===== config.mk =====
export PLATFORM = sky130hd
export DESIGN_NAME = if_fetch_queue
export DESIGN_NICKNAME = d
export VERILOG_FILES = /design/src/rtl/if_fetch_queue.sv
export SDC_FILE = /design/constraint.sdc
export NUM_CORES = 1
export LEC_CHECK = 0
export ABC_AREA = 1
export BUFFER_PORTS_ARGS = -buffer_cell sky130_fd_sc_hd__buf_2
export CORE_UTILIZATION = 40
export DETAILED_ROUTE_END_ITERATION = 10
export PLACE_DENSITY = 0.65
export SYNTH_ARGS = -nofsm -noshare
export SYNTH_HDL_FRONTEND = slang
export SYNTH_SLANG_ARGS = --single-unit

===== constraint.sdc =====
create_clock -name clock -period 4.4 [get_ports clock]
set_input_delay 0.44 -clock clock [delete_from_list [all_inputs] [get_ports clock]]
set_output_delay 0.44 -clock clock [all_outputs]
set_load 0.01 [all_outputs]

===== src/rtl/if_fetch_queue.sv =====
`default_nettype none
// ============================================================================
// Module   : if_fetch_queue
// Purpose  : Instruction fetch over a req/ack memory port into a small
//            {pc, instr} FIFO for decode, with pc advance and redirect flush.
// Revision : 1.0 - initial release
// ============================================================================
module if_fetch_queue #(
    parameter int DEPTH = 2
) (
    input  logic        clock,
    input  logic        reset,
    input  logic [31:0] pc,
    output logic        pc_we,
    input  logic        redirect,
    output logic        imem_req,
    output logic [31:0] imem_addr,
    input  logic        imem_ack,
    input  logic [31:0] imem_rdata,
    output logic        instr_valid,
    input  logic        instr_ready,
    output logic [31:0] instr,
    output logic [31:0] instr_pc
);

    localparam int PW = (DEPTH > 1) ? $clog2(DEPTH) : 1;
    localparam int CW = PW + 1;

    localparam logic [CW-1:0] c_DEPTH = CW'(DEPTH);

    localparam logic [1:0] c_IDLE = 2'd0;
    localparam logic [1:0] c_REQ  = 2'd1;
    localparam logic [1:0] c_DROP = 2'd2;

    logic [1:0]    r_state;
    logic [1:0]    w_state_next;
    logic [CW-1:0] r_count;
    logic [CW-1:0] w_count_next;
    logic [PW-1:0] r_rd_ptr;
    logic [PW-1:0] r_wr_ptr;
    logic [31:0]   r_mem_pc    [DEPTH];
    logic [31:0]   r_mem_instr [DEPTH];

    logic w_done;
    logic w_push;
    logic w_pop;
    logic w_fits;

    assign imem_req    = (r_state == c_REQ) || (r_state == c_DROP);
    assign imem_addr   = pc;
    assign w_done      = imem_req && imem_ack;
    assign w_push      = (r_state == c_REQ) && w_done && !redirect;
    assign pc_we       = w_push;
    assign instr_valid = (r_count != '0);
    assign w_pop       = instr_valid && instr_ready;
    assign instr       = r_mem_instr[r_rd_ptr];
    assign instr_pc    = r_mem_pc[r_rd_ptr];

    always_comb begin
        w_count_next = r_count + CW'(w_push) - CW'(w_pop);
        if (redirect) begin
            w_count_next = '0;
        end
    end

    assign w_fits = (w_count_next < c_DEPTH);

    always_comb begin
        w_state_next = r_state;
        case (r_state)
            c_IDLE: begin
                if (!redirect && w_fits) begin
                    w_state_next = c_REQ;
                end
            end
            c_REQ: begin
                if (w_done) begin
                    w_state_next = (!redirect && w_fits) ? c_REQ : c_IDLE;
                end else if (redirect) begin
                    // the outstanding fetch must still complete before a new one
                    w_state_next = c_DROP;
                end
            end
            c_DROP: begin
                if (w_done) begin
                    w_state_next = c_IDLE;
                end
            end
            default: w_state_next = c_IDLE;
        endcase
    end

    always_ff @(posedge clock or negedge reset) begin
        if (!reset) begin
            r_state  <= c_IDLE;
            r_count  <= '0;
            r_rd_ptr <= '0;
            r_wr_ptr <= '0;
        end else begin
            r_state <= w_state_next;
            r_count <= w_count_next;
            if (redirect) begin
                r_rd_ptr <= '0;
                r_wr_ptr <= '0;
            end else begin
                if (w_push) begin
                    r_wr_ptr <= r_wr_ptr + PW'(1);
                end
                if (w_pop) begin
                    r_rd_ptr <= r_rd_ptr + PW'(1);
                end
            end
        end
    end

    // storage needs no reset: contents are only observed behind instr_valid
    always_ff @(posedge clock) begin
        if (w_push) begin
            r_mem_pc[r_wr_ptr]    <= pc;
            r_mem_instr[r_wr_ptr] <= imem_rdata;
        end
    end

endmodule
`default_nettype wire

==> summary by stage, run 1 <==
Status
The flow ran to the end, and the final reports show no timing, DRC or antenna violations.

Final layout
Counting the fill cells in the layout gives 1126. The fraction of final layout cells with drive strength greater than 1 is between 30% and 40%. The post-layout instance area is 6603 µm². 0 antenna diodes ended up in the layout. At the end of the flow, the number of nets in the layout was 640. Once layout is complete, the utilization of the core stands at between 50% and 60%. From synthesis to final layout, the design area changed by 24.87%.

CTS
The TritonCTS sink count is 134. After clock tree synthesis, the repair step resized 0 gates. The worst-skew pair later-pin latency is 0.42 ns. The clock transition time at the flip-flop clock pins of the worst setup and hold paths is 0.05 ns. The number of levels in the clock H-tree is 4.

The CTS tree is built. The clock passes through at most 2 buffers. The TritonCTS buffer count is 17. Clock tree synthesis selected as its root buffer the cell clkbuf_16.

Placement
The half-perimeter wire length after detailed placement is 6.009 mm. At the end of routability-driven placement, the weighted congestion stood at 0.7792. The minimum setup slack after placement is 2.140 ns. Buffers placed on the I/O ports in this run total 167. The cell area reported after detailed placement is slightly above 6000 µm².

Timing
Derived from the worst setup path, the maximum achievable clock frequency is between 0.4 and 0.5 GHz. The worst-margin pin slew is 1.136 ns. Counting I/O delays and the setup requirement, the final critical path takes 2.490 ns.

After routing, the total negative slack on setup checks comes to 0 ns. The number of hold-slack violations in the final timing report is 0. Setup violations remaining at the end of the flow were counted as 0. The final setup slack of the worst path is 1.910 ns.

The final worst clock skew is 0.007515 ns. In this run the tightest slew margin relative to its limit is 24.26%. The number of slew-limit violations in the final report is 0. Dividing the final minimum period by the clock period gives 56.58%.

The worst hold slack is 0.2141 ns. Setup repair after global routing left no endpoint under its margin.

Pwr
The clock network burns 34.7% of the power. Across the VDD grid, the largest voltage drop is 0.2643 mV. The share of total power dissipated in sequential elements is between 40% and 50%.

The switching share of power is 28.42%. The proportion of power drawn by combinational gates is 22.5%. The static power due to leakage is 2.878 nW. Summed over all nets, the switching power comes to 0.001015 W. The power density over cell area is around 540 nW/µm².

Internal power comes to between 0.002 and 0.003 W.

Floorplan
The vertical die dimension is 117.0 µm. The core outline area is 12770 µm². In this run the count of I/O pins placed on the die edge is 168. The die covers between 10000 and 15000 µm². The number of standard-cell rows in the floorplan is 41. The starting density of the core is 41.39%.

The horizontal die dimension is 117.0 µm.

Yosys
For this run, the register share of the synthesized area comes to 75.53%. The synthesized netlist occupies a cell area of 5288 µm². In the synthesized netlist, the number of instances is 422. edfxtp_1 takes more of the synthesized area than any other cell.

The mean post-synth cell area is 12.53 µm². After synthesis, the cell types taking the most area are edfxtp_1 73%, nand2_1 15%, buf_4 4.7%. For this run, the number of Yosys warnings is 0.

After synthesis, the share of flip-flops with an asynchronous set or reset is 4.478%. For this run, the leading register cell type out of synthesis is edfxtp_1. The number of synthesized flops with an enable pin is 128. The number of storage elements in the synthesis netlist is 134. The proportion of netlist area held by the largest area contributor is 72.69%. The distinct cell type count after synthesis is 15. When the netlist entered floorplanning its net count stood at 496.

Routing
The first routing iteration left about 200 violations. The routed length on met2 is slightly below 5 mm. The pre-antenna-repair detailed-routing pass consisted of 4 iterations. After detailed routing, the met3 layer carries ~660 µm of wire.

The top layer used by detailed routing is met5. The post-detailed-routing wire length is 9.882 mm. The number of antenna-violating nets in the routed design is 0.

The met1 wire length is 4.236 mm. The average routed wire per standard cell is ~13 µm. The detailed-route DRC error count is 0. The detailed-route via count is ~3300. The average via count per standard cell is 4.457.

Worst setup path
The critical path's slowest cell is inv_2. The worst setup path is of the reg2out kind. In this design, the stage delay of the slowest critical-path cell is 0.77 ns. The critical path capture point type is a primary output. Data on the critical path arrives at its endpoint at around 2.1 ns. The launching element type of the critical path is a flip-flop.

In this run the worst path has a maximum fanout of 66. The required time of the critical path is approximately 4.0 ns. The signal on the critical path passes through inv_2 -> nand2_1 -> nand2_1 -> buf_2.

The cell that appears most often on the critical path is nand2_1.

Global routing
The residual overflow from global routing is 0. Entering global routing, the biggest net connects 67 pins. The number of global-route vias before repair is 3090. The global routing usage summed across all routing layers is 15.18%. The number of antenna violations at the first check in global routing is 1. The first global-routing pass estimated roughly 15 mm of wire.

Job
The max-capacitance violation count is 0.

Min path
The classification of the worst-slack hold path is in2reg.
-- cell usage after synthesis (2+ instances only) --
master    count
dfrtp_1       6
edfxtp_1    128
a21oi_1       2
buf_2        12
buf_4        33
nor2_1        6
ha_1          5
nand3_1       4
o21ai_0       2
nand2_1     207
inv_1        13
-- placed cells by master (no fill, tap or decap) --
master / count
o21bai_1: 1
dfrtp_1: 5
inv_1: 12
o21ai_0: 2
dlygate4sd3_1: 1
inv_2: 1
a21oi_1: 2
edfxtp_1: 128
clkbuf_1: 6
nor2_1: 4
clkbuf_16: 17
buf_4: 3
clkinv_1: 1
buf_2: 167
clkbuf_8: 4
o21ai_4: 1
nand3_1: 4
dfrtp_2: 1
nand2_1: 207
nor2_4: 2
clkinv_2: 4
nand3b_1: 1
ha_1: 5
-- area by class of cell --
class / instances / area (µm²) / share of cell area, %
timing repair buffer: 171 / 868.3 / 13.15
tap: 172 / 215.2 / 3.259
clock buffer: 27 / 503.0 / 7.618
sequential: 134 / 3995 / 60.51
clock inverter: 5 / 23.77 / 0.3601
inverter: 13 / 48.80 / 0.7391
multi-input combinational: 229 / 948.4 / 14.36
-- critical path: cells and delay by family, from the launching register on --
family / cells / cell delay (ns)
and+or+nand+nor: 2 / 0.24
buffers and inverters: 2 / 0.91
DFF: 1 / 0.41
-- per-stage QoR --
stage	std cells	total power [W]
after global placement	718	0.002349
after detailed placement	718	0.002372
after floorplan	422	0.002058
final	751	0.003571
after CTS	751	0.003620
after global routing	751	0.003780
-- final timing paths --
kind	from	cells after the start	slack (ns)	to
max	r_rd_ptr$_DFFE_PN0P_	4	1.91	instr[9]
min reg2reg	r_state[0]$_DFFE_PN0P_	2	0.53	r_state[0]$_DFFE_PN0P_
min in group asynchronous	reset	2	0.38	r_count[1]$_DFF_PN0_
max reg2reg	r_state[1]$_DFFE_PN0P_	7	2.13	r_mem_instr[0][5]$_DFFE_PP_
max in group asynchronous	reset	2	3.85	r_rd_ptr$_DFFE_PN0P_
min	imem_rdata[17]	1	0.21	r_mem_instr[0][17]$_DFFE_PP_
-- routing by layer --
| metal | up-vias | GRT usage [%] |
|---|---|---|
| li1 | 1654 | - |
| met1 | 1557 | 17.76 |
| met2 | 121 | 24.85 |
| met3 | 13 | 5.355 |
| met4 | 2 | 7.764 |
| met5 | - | 0 |
-- power by group through the flow --
| stage | logic [W] | registers [W] | clock network, W |
|---|---|---|---|
| 6_report | 0.000803 | 0.00153 | 0.00124 |
| 5_1_grt | 0.000917 | 0.00153 | 0.00133 |
| 4_1_cts | 0.000824 | 0.00153 | 0.00127 |
| 3_5_place_dp | 0.000819 | 0.00155 | 0 |
| 3_3_place_gp | 0.000799 | 0.00155 | 0 |
| 2_1_floorplan | 0.000507 | 0.00155 | 0 |
-- registers in the layout, summed over array words and instances (netlist names) --
register / cells
r_mem_instr: 64
r_state: 2
r_count: 2
r_mem_pc: 64
r_wr_ptr: 1
r_rd_ptr: 1
-- cells by family after synthesis --
family | share of synthesized area, %
compound gates | 0.8284
fa+ha+maj | 1.183
buf+inv | 6.815
flops | 75.53
simple gates | 15.64
-- timing repair --
action                                 4_1_cts  5_1_grt
endpoints found under the hold margin        6        0
hold buffers                                 1        0
setup buffers                                0        0
No activity file was read; power rests on OpenSTA's default activity.
==> inputs of run 2 (changes only) <==
==> constraint.sdc (replaced) <==
create_clock -name clock -period 2.3 [get_ports clock]
set_input_delay 0.23 -clock clock [delete_from_list [all_inputs] [get_ports clock]]
set_output_delay 0.23 -clock clock [all_outputs]
set_load 0.01 [all_outputs]
==> run 2 against run 1 <==
  * Die area is the same
  * Non-clock buffer count grew 38
  * Count of clock-buffer cells in the layout grew 1
  * Clock power grew 92%
  * Cell count grew 5.1%
  * Register-to-register slack lost 1.6 ns
  * Critical path depth grew 1
  * Via count grew 6.2%
  * Largest power group unchanged
  * Highest routed layer is now met4
==> summary by stage, run 2 (synthesis gave the netlist of run 1 again) <==
Worst setup path
The critical path in this run is classified as reg2out. The arrival time of data at the critical path endpoint is 1.82 ns. Walking the worst path, the cells encountered are inv_2 -> buf_4 -> nand2_1 -> nand2_1 -> buf_2. The buffering stage count on the worst path with inverters included is 3. The critical path capture point type is a primary output. For the worst flop-to-flop path, the logic depth is 7. The most prevalent standard cell on the critical path is nand2_1.

STA puts the critical path data required time at 2.07 ns. The kind of cell adding the most delay to the critical path is flip-flops. The reg-to-reg startpoint is r_state[1]$_DFFE_PN0P_. The critical register-to-register path endpoint is r_mem_pc[0][27]$_DFFE_PP_. Of all nets on the critical path, the largest fanout is 34.

In this run the register-to-register setup slack is 0.55 ns. In this design, the stage delay of the slowest critical-path cell is between 0.6 and 0.7 ns. The critical path runs through a total of 5 cells. On the critical path, the stage with the largest delay is an instance of dfrtp_2. The worst setup path is launched from a flip-flop.

Final layout
The number of antenna diodes in the final layout is 0. In the layout the commonest cells are 206 x nand2_1, 167 x buf_2, 128 x edfxtp_1. After the last flow step, the layout net total stands at 678.

The growth of design area from synthesis to finish is 32.92%. Leaving out fill and tap cells, the most frequent cell in the layout is nand2_1. The post-route non-filler standard cell count is 789. The fraction of final layout cells with drive strength greater than 1 is between 30% and 40%. The core occupancy in the finished layout is 55.02%.

In the final layout, the registers with the most flip-flops are r_mem_instr: 64 flops, r_mem_pc: 64 flops.

Placement
Detailed placement finished with a half-perimeter wire length of 6.536 mm. The count of port buffers added during placement is 167. Routability-driven placement finished with a final weighted congestion of roughly 0.7.

The placed instance count is between 700 and 800.

Routing
The count of TritonRoute iterations in the first routing pass is 4. The first routing iteration left 143 violations. Once detail routing completed, the nets flagged for antenna violations numbered 0.

For this block, the via count after detailed routing is roughly 3600. The detailed-route DRC error count is 0. The average via count per standard cell is between 4 and 5. The post-detailed-routing wire length is a little over 10 mm. After detailed routing, the average wire length per cell comes to 13.02 µm.

Global routing
The maximum number of pins on one net before global-route repair is 44. The first-pass GRT wire length is 15.24 mm. The number of global-route vias before repair is 3235.

Global routing consumed, over all layers together, 15.42% of the routing resources. For this run the aggregate overflow at the end of global routing stands at 0. The number of antenna violations at the first check in global routing is 0.

Timing
The number of slew-limit violations in the final report is 0. Counting I/O delays and the setup requirement, the final critical path takes 2.047 ns. The final worst clock skew is 0.007061 ns.

At the pin with the least slew margin, the transition time is 0.5402 ns. Setup violations remaining at the end of the flow were counted as 0. The number of hold-slack violations in the final timing report was 0. Measured against its own limit, the worst slew margin works out to 63.98%.

The maximum clock frequency is 0.4884 GHz. In the final timing run, aggregate negative setup slack is 0 ns. The final cycle utilization of the critical path is 89.02%. Setup repair after global routing left no endpoint under its margin.

CTS
The number of buffers on the longest clock path is 2. The H-tree generated during clock tree synthesis spans 4 levels. Clock-pin slew was measured on the worst setup and hold paths at 0.05 ns. The master cell of the clock root buffer is clkbuf_16.

For this design, the sink count on the clock tree is 134. After clock tree synthesis, the repair step resized 0 gates. The number of clock buffers added by TritonCTS is 17. TritonCTS built the clock tree. The worst-skew pair later-pin latency is 0.41 ns.

Pwr
The static power due to leakage is 3.051 nW. Power spread over the standard cell area amounts to 987.7 nW/µm². The peak ir drop on the vdd network is 0.5357 mV. Total power for the finished layout comes to ~0.007 W.

Floorplan
The vertical die dimension is ~120 µm. The number of placed I/O pins is 168. The starting density of the core is 41.39%. The horizontal die dimension is 117.0 µm.

The number of standard-cell rows in the floorplan is 41. The total area inside the core boundary comes to 12770 µm². The die covers around 14000 µm².

Min path
The worst hold path begins at imem_rdata[25]. The path class of the tightest hold or removal check is in2reg. The cell count of the worst hold path is 1. The worst hold path terminates at r_mem_instr[0][25]$_DFFE_PP_.

Status
The flow ran to the end, and the final reports show no timing, DRC or antenna violations.

Job
Across the run, the number of max-cap violations was 0.
## run 2: report_power, final
part           switching, W  internal [W]  total (W)  leakage (nW)
logic              0.000983      0.000614    0.00160          1.55
registers         0.0000962       0.00287    0.00296          1.24
clock network      0.000895       0.00148    0.00238         0.262
total               0.00197       0.00497    0.00694          3.05
## run 2: worst max-delay path by stage
stage / to / slack [ns] / from
6_report: instr_pc[9] / 0.25 / r_rd_ptr$_DFFE_PN0P_
5_1_grt: instr[29] / 0.11 / r_rd_ptr$_DFFE_PN0P_
4_1_cts: instr_pc[9] / 0.21 / r_rd_ptr$_DFFE_PN0P_
3_5_place_dp: r_mem_pc[0][20]$_DFFE_PP_ / 0.54 / r_state[1]$_DFFE_PN0P_
3_3_place_gp: r_mem_pc[0][12]$_DFFE_PP_ / 0.58 / r_state[1]$_DFFE_PN0P_
2_1_floorplan: r_mem_instr[0][0]$_DFFE_PP_ / 0.001 / r_state[1]$_DFFE_PN0P_
## run 2: repair_timing
| action | 4_1_cts | 5_1_grt |
|---|---|---|
| setup buffers | 0 | 0 |
| hold buffers | 35 | 0 |
| endpoints found under the hold margin | 74 | 0 |
## run 2: through the flow
step	cell area [µm²]	hold WS (ns)	setup WS (ns)
floorplan	5320	-0.06559	0.001296
global placement	6151	0.07137	0.5770
detailed placement	6151	0.08097	0.5412
CTS	7028	0.0001837	0.2072
global route	7028	0.006264	0.1095
finish	7028	0.02476	0.2525
## run 2: layout make-up
cell class / count / area [µm²]
sequential: 134 / 3995
clock buffer: 28 / 506.7
inverter: 13 / 48.80
multi-input combinational: 229 / 965.9
timing repair buffer: 209 / 1276
tap: 172 / 215.2
fill: 1084 / 5746
clock inverter: 4 / 20.02
## run 2: per-layer routing
layer | wire length (µm) | part of all wire [%] | up-vias | global-route usage [%]
li1 | - | - | 1733 | -
met1 | 4339 | 42 | 1673 | 17.49
met2 | 5072 | 49 | 128 | 25.96
met3 | 619 | 6.0 | 20 | 5.201
met4 | 239 | 2.3 | 0 | 8.017
met5 | 0 | 0 | - | 0
